<file path="config.mk">
export PLATFORM = sky130hd
export DESIGN_NAME = axi_w_arbiter
export DESIGN_NICKNAME = d
export VERILOG_FILES = /design/src/rtl/axi_w_arbiter.sv
export SDC_FILE = /design/constraint.sdc
export NUM_CORES = 1
export LEC_CHECK = 0
export CORE_AREA = 2 2 103 105
export CTS_CLUSTER_DIAMETER = 50
export CTS_CLUSTER_SIZE = 10
export DETAILED_ROUTE_END_ITERATION = 10
export DIE_AREA = 0 0 105 107
export DONT_BUFFER_PORTS = 1
export PLACE_DENSITY = 0.41
export SYNTH_ARGS = -nofsm -noshare
export SYNTH_HDL_FRONTEND = slang
export SYNTH_SLANG_ARGS = --single-unit
</file>
<file path="constraint.sdc">
create_clock -name clk -period 2.4 [get_ports clk]
set_input_delay 0.48 -clock clk [delete_from_list [all_inputs] [get_ports clk]]
set_output_delay 0.48 -clock clk [all_outputs]
set_load 0.02 [all_outputs]
</file>
<file path="src/rtl/axi_w_arbiter.sv">
// rtl/axi_w_arbiter.sv - two-master AXI write-channel arbiter feeding AW and W FIFOs
//
// Ports:
//   clk, rst                 clock, asynchronous active-high reset
//   m0_*/m1_* awvalid/awpkt  master address requests (AWLEN in awpkt[3:0])
//   m0_*/m1_* awready        address accepted this cycle
//   m0_*/m1_* wvalid/wpkt    master write beats {WDATA[36:5], WSTRB[4:1], WLAST[0]}
//   m0_*/m1_* wready         write beat accepted this cycle
//   aw_push/aw_data/aw_full  downstream address FIFO
//   w_push/w_data/w_full     downstream write-data FIFO
//   grant                    one-hot current owner, 2'b00 when idle
//   len_err                  one-cycle pulse after a beat disagreeing with AWLEN
module axi_w_arbiter #(
  parameter int AWP_W = 45
) (
  input  logic             clk,
  input  logic             rst,
  input  logic             m0_awvalid,
  input  logic [AWP_W-1:0] m0_awpkt,
  output logic             m0_awready,
  input  logic             m0_wvalid,
  input  logic [36:0]      m0_wpkt,
  output logic             m0_wready,
  input  logic             m1_awvalid,
  input  logic [AWP_W-1:0] m1_awpkt,
  output logic             m1_awready,
  input  logic             m1_wvalid,
  input  logic [36:0]      m1_wpkt,
  output logic             m1_wready,
  output logic             aw_push,
  output logic [AWP_W-1:0] aw_data,
  input  logic             aw_full,
  output logic             w_push,
  output logic [36:0]      w_data,
  input  logic             w_full,
  output logic [1:0]       grant,
  output logic             len_err
);

  typedef enum logic [1:0] {IDLE, ADDR, DATA} state_t;

  state_t     state;
  logic [1:0] grant_q;
  logic       last_m1;   // 1 when M1 owned the most recent burst
  logic [3:0] beat_cnt;  // beats still expected before WLAST
  logic       len_err_q;

  logic             sel_m1;
  logic             in_addr;
  logic             in_data;
  logic             g_awvalid;
  logic [AWP_W-1:0] g_awpkt;
  logic             g_wvalid;
  logic [36:0]      g_wpkt;
  logic             w_last;

  assign grant   = grant_q;
  assign len_err = len_err_q;

  assign sel_m1    = grant_q[1];
  assign in_addr   = (state == ADDR);
  assign in_data   = (state == DATA);
  assign g_awvalid = sel_m1 ? m1_awvalid : m0_awvalid;
  assign g_awpkt   = sel_m1 ? m1_awpkt : m0_awpkt;
  assign g_wvalid  = sel_m1 ? m1_wvalid : m0_wvalid;
  assign g_wpkt    = sel_m1 ? m1_wpkt : m0_wpkt;
  assign w_last    = g_wpkt[0];

  // Readies depend only on state, owner and FIFO full, never on the master's valid.
  assign m0_awready = in_addr & grant_q[0] & ~aw_full;
  assign m1_awready = in_addr & grant_q[1] & ~aw_full;
  assign m0_wready  = in_data & grant_q[0] & ~w_full;
  assign m1_wready  = in_data & grant_q[1] & ~w_full;

  assign aw_push = in_addr & g_awvalid & ~aw_full;
  assign w_push  = in_data & g_wvalid & ~w_full;
  assign aw_data = aw_push ? g_awpkt : '0;
  assign w_data  = w_push ? g_wpkt : '0;

  always_ff @(posedge clk or posedge rst) begin
    if (rst) begin
      state     <= IDLE;
      grant_q   <= 2'b00;
      last_m1   <= 1'b1;
      beat_cnt  <= 4'd0;
      len_err_q <= 1'b0;
    end else begin
      len_err_q <= 1'b0;
      case (state)
        IDLE: begin
          if (m0_awvalid | m1_awvalid) begin
            // On a tie the master that did not own the last burst wins.
            if (m0_awvalid & m1_awvalid)
              grant_q <= last_m1 ? 2'b01 : 2'b10;
            else
              grant_q <= m0_awvalid ? 2'b01 : 2'b10;
            state <= ADDR;
          end
        end
        ADDR: begin
          if (aw_push) begin
            beat_cnt <= g_awpkt[3:0];
            state    <= DATA;
          end
        end
        DATA: begin
          if (w_push) begin
            len_err_q <= w_last ? (beat_cnt != 4'd0) : (beat_cnt == 4'd0);
            if (w_last) begin
              // Only WLAST ends a burst; a short or long burst is flagged, not cut.
              state   <= IDLE;
              last_m1 <= grant_q[1];
              grant_q <= 2'b00;
            end else if (beat_cnt != 4'd0) begin
              beat_cnt <= beat_cnt - 4'd1;
            end
          end
        end
        default: begin
          state   <= IDLE;
          grant_q <= 2'b00;
        end
      endcase
    end
  end

endmodule
</file>
# After elaboration in Yosys (flattened, before gate mapping)
# Index checks and enable logic that the tools add are counted.
[op_classes] add_sub_neg=1 eq_ne=8 mux=24 n_bitwise=17 n_reduce_logical=8
[ops] operator="two-way mux 45 bit" count=2
[ops] operator="two-way mux 37 bit" count=2
[ops] operator="two-way mux 2 bit" count=8
[ops] operator="two-way mux 4 bit" count=4
[ops] operator="AND 1 bit" count=13
[ops] operator="one-hot mux 2 bit (3 select lines)" count=2
[ops] operator="!= test 2 bit (second input constant)" count=4
[ops] operator="one-hot mux 4 bit (2 select lines)" count=1
[ops] operator="AND reduction 4 bit" count=2
[ops] operator="two-way mux 1 bit" count=5
[ops] operator="AND reduction 5 bit" count=1
[ops] operator="zero test 4 bit" count=1
[ops] operator="!= test 2 x 1 -> 1 bit (second input constant)" count=2
[ops] operator="nonzero test 4 bit" count=1
[ops] operator="subtractor 4 x 1 -> 4 bit (second input constant)" count=1
[ops] operator="NOT 1 bit" count=3
[ops] operator="AND reduction 3 bit" count=1
[ops] operator="equality test 2 x 1 -> 1 bit (second input constant)" count=1
[ops] operator="equality test 2 bit (second input constant)" count=1
[ops] operator="zero test 2 bit" count=1
[ops] operator="nonzero test 2 bit" count=1
[ops] operator="OR 1 bit" count=1
[word_totals] reg_bits=10 in_bits=172 output_inout_bits=91 word_cells=63

# Depth between registers and ports, before layout
[depth] depth_word=5 mapped_depth=7 depth_no_buf=6

# Least setup slack after synthesis
# OpenSTA, ideal clock, no wires.
[synth_timing] kind="input -> output" start="in w_full" end="out w_data[27]" arrival_ns=1.838 required_ns=1.920 path_slack_ns=0.082 path_stages=6 n_path_buf=3 path_cell_list="or3b_4 -> or2_1 -> buf_6 -> buf_6 -> buf_4 -> nor2_1"
[synth_via] elab_chain_len=3
[synth_lines] item="start: declaration" line_no="35" source="input logic w_full,"
[synth_lines] item="NOT 1 bit" line_no="76" source="assign w_push = in_data & g_wvalid & ~w_full;"
[synth_lines] item="AND 1 bit" line_no="76"
[synth_lines] item="two-way mux 37 bit" line_no="78" source="assign w_data = w_push ? g_wpkt : '0;"
[synth_lines] item="end: declaration" line_no="34" source="output logic [36:0] w_data,"
# No other way between the ends.

# Worst setup path after layout
[layout_timing] start="reg state[0]" end="out w_data[8]"
[layout_via] elab_chain_len=4
[layout_lines] item="start: declaration" line_no="42" source="state_t state;"
[layout_lines] item="start signal: assignment" line_no="82" source="state <= IDLE;"
[layout_lines] item="start signal: assignment" line_no="97" source="state <= ADDR;"
[layout_lines] item="start signal: assignment" line_no="103" source="state <= DATA;"
[layout_lines] item="equality test 2 bit" line_no="62" source="assign in_data = (state == DATA);"
[layout_lines] item="AND 1 bit (2 in a row)" line_no="76"
[layout_lines] item="two-way mux 37 bit" line_no="78"
# No other way between the ends.

==> summary.md <==
| Metric | Value |
|---|---|
| GR Util met3 | `0.0219` |
| Synth warn | `0` |
| Post-Place Worst Slack | `0.262 ns` |
| Cells after Synth | `250` |
| DR pass1 iterations | `4` |
| Syn Area/Cell | `between 7 and 8 um2` |
| Hold_buf cts | `0` |
| Worst Setup Path Type | `flop to output pin` |
| Fin Setup TNS | `0 ns` |
| Post_cts resized | `0` |
| Max FO, Critical Path | `40` |
| Power per cell area | `slightly below 900 nW/um2` |
| CTS tree | `yes` |
| Chip height | `about 110 um` |
| Main area contributors after synthesis | `mux2i_1 (45%), nor2_1 (18%), dfrtp_1 (12%)` |
| Status | `finished clean` |
| Final Skew | `0.00336 ns` |
| Slew of the pin with the lowest slew margin | `0.589 ns` |
| DR WL/cell | `15.4 um` |
| Top Ports | `263` |
| Final HPWL DP | `5970 um` |
| DR iter-0 viols | `81` |
| Placer Congestion | `roughly 0.77` |
| Most used DFF post-synth | `dfrtp_1` |
| Core Rows | `37` |
| Max-Cap Viols | `0` |
| Post-Syn Area | `about 1800 um2` |
| Max-slew headroom | `0.606` |
| Antenna violations before repair | `0` |
| Sequential area share after synthesis | `0.136` |
| Placed Cells | `approximately 450` |
| GRT Max-Usage Layer | `met2` |
| CTS Sinks | `10` |
| Die X | `about 110 um` |
| Finish-stage setup viols | `0` |
| Post-CTS Setup Bufs | `0` |
| Clk Latency, worst-skew pair | `between 0.2 and 0.25 ns` |
| Pin count of the biggest net entering global routing | `48` |
| Worst Hold Class | `primary input to asynchronous set/reset pin` |
| Crit path required time | `between 1.5 and 2 ns` |
| Core area | `approximately 10000 um2` |
| Final Max Tran Viols | `0` |
| Reg area | `~260 um2` |
| Final worst path period share | `0.959` |
| Root Buffer | `clkbuf_8` |
| Layout cells sized above 1 | `0.314` |
| DRT Wirelength | `between 7000 and 8000 um` |
| Yosys reg bits | `10` |
| Cell with the most instances after synthesis | `nor2_1` |
| CP max stage cell | `or3b_4` |
| Global-route usage over all layers | `0.107` |
| Yosys cell types | `33` |
| RSZ-0062 raised after global routing | `false` |
| Drt via density | `around 4.6` |
| Async S/R FF share, synth | `1.00` |
| Yosys top cell area share | `0.449` |
| Fin cells | `approximately 460` |
| Final setup margin | `0.0991 ns` |
| DRC | `0` |
| Fillers | `roughly 1100` |
| Leakage | `1.32 nW` |
| GRT Residual Overflow | `0` |
| CTS max path bufs | `2` |
| Max IR drop VDD | `0.442 mV` |
| CP arrival | `~1.8 ns` |
| Post-synth EDFFs | `0` |
| CP peak stage delay | `around 0.42 ns` |
| Hold Violations, Final | `0` |
| # diodes | `0` |
| F_max | `approximately 430 MHz` |
| Number of global-route vias before repair | `between 1500 and 2000` |
| Min cycle time layout | `2.30 ns` |
| Synth cell count leaders | `nor2_1 (87), mux2i_1 (83), inv_1 (10), dfrtp_1 (9), buf_2 (7)` |
| Syn_nets | `about 420` |
| Critical path, cell by cell | `or3b_4 -> or2_1 -> buf_12 -> nor2_1 -> buf_4` |
| Nets@finish | `roughly 500` |
| Synth area leader | `mux2i_1` |
| Starting Density | `0.183` |
| Multi-input combinational cell area | `between 1000 and 1500 um2` |
| Area grow syn2layout | `45.5%` |
| H-tree levels | `1` |
| Global routing usage on met2 | `0.199` |
| Vias | `roughly 2100` |
| Critical Path End Type | `output pin` |
| CTS Buf Count | `3` |
| GR Util met1 | `0.130` |
| Post-route ant nets | `0` |
| Die ar. | `approximately 11000 um2` |
| PortBufs | `0` |
| First-pass GRT wire length | `9840 um` |
| Clock-pin slew on the worst setup and hold paths | `roughly 0.050 ns` |
| Worst Setup Start Kind | `flop` |
==> cells in the final DEF (no fill, tap or decap) <==
cell type,count
o21ai_0,1
ha_1,1
a21o_1,1
and3_1,1
a2bb2oi_1,2
or2_1,1
a22oi_1,1
buf_4,85
o32ai_1,2
mux2i_1,83
buf_12,4
xnor2_1,1
nor3b_1,2
nand2b_1,2
nor2b_4,1
nor2_1,87
dfrtp_1,8
o32a_1,1
nor3_1,4
dfstp_2,1
or2b_1,1
inv_1,10
nand2_1,4
nor4_4,1
o22ai_1,2
clkbuf_8,4
or3b_4,1
dfrtp_4,1
and2_1,2
a211oi_1,1
mux2_2,3
a21oi_1,3
==> report_power, final <==
part | leakage (nW) | internal [W] | total [W] | switching, W
Combinational | 1.17 | 0.000838 | 0.00182 | 0.000981
Clock | 0.0288 | 0.000144 | 0.000213 | 0.0000690
Sequential | 0.116 | 0.000253 | 0.000354 | 0.000101
==> metal layers <==
metal	vias to the layer above	part of all wire
met2	156	0.52
met3	4	0.088
met5	-	0
met1	941	0.39
li1	989	-
met4	0	0.0051
==> flip-flops by register name (all words and copies together) (netlist names) <==
name / flops
last_m1: 1
state: 2
len_err: 1
grant: 2
beat_cnt: 4
==> final timing paths <==
kind	start	endpoint	slack [ns]	cells after the start
max reg2reg	grant[1]	beat_cnt[3]	0.30	6
min reg2reg	last_m1	last_m1	0.52	1
min in group clk	m1_awvalid	state[0]	0.44	2
min	rst	state[0]	0.10	1
max	state[0]	w_data[8]	0.1	5
max in group asynchronous	rst	last_m1	1.99	1
==> metrics by stage <==
stage / power (W) / hold slack, ns / area, um2 / utilization
floorplan: 0.00168 / 0.319 / 1850 / -
finish: 0.00239 / 0.102 / 2690 / 0.267
global route: 0.00256 / 0.146 / 2690 / 0.267
detailed placement: 0.00220 / 0.378 / 2640 / 0.261
CTS: 0.00242 / 0.118 / 2690 / 0.267
global placement: 0.00216 / 0.377 / 2640 / 0.261
==> critical path: cells and delay by family, from the launching register on <==
family / cells / cell delay [ns]
buffers and inverters: 2 / 0.34
flip-flops: 1 / 0.39
AND/OR/NAND/NOR: 3 / 0.83
==> logic make-up after synthesis <==
kind of cell,Yosys count,share of synthesized area
XOR/XNOR,1,0.00474
AO/OA/AOI/OAI,14,0.0541
buffers and inverters,31,0.0778
AND/OR/NAND/NOR,107,0.253
flip-flops,10,0.136
adder cells (fa/ha/maj),1,0.00676
multiplexers,86,0.468
==> layout make-up <==
cell class,instances,area share
sequential,10,0.0949
timing repair buffer,89,0.267
clock buffer,4,0.0205
tap,136,0.0633
inverter,10,0.0140
multi-input combinational,209,0.540
Note: power is estimated with default switching activity, not from simulation.
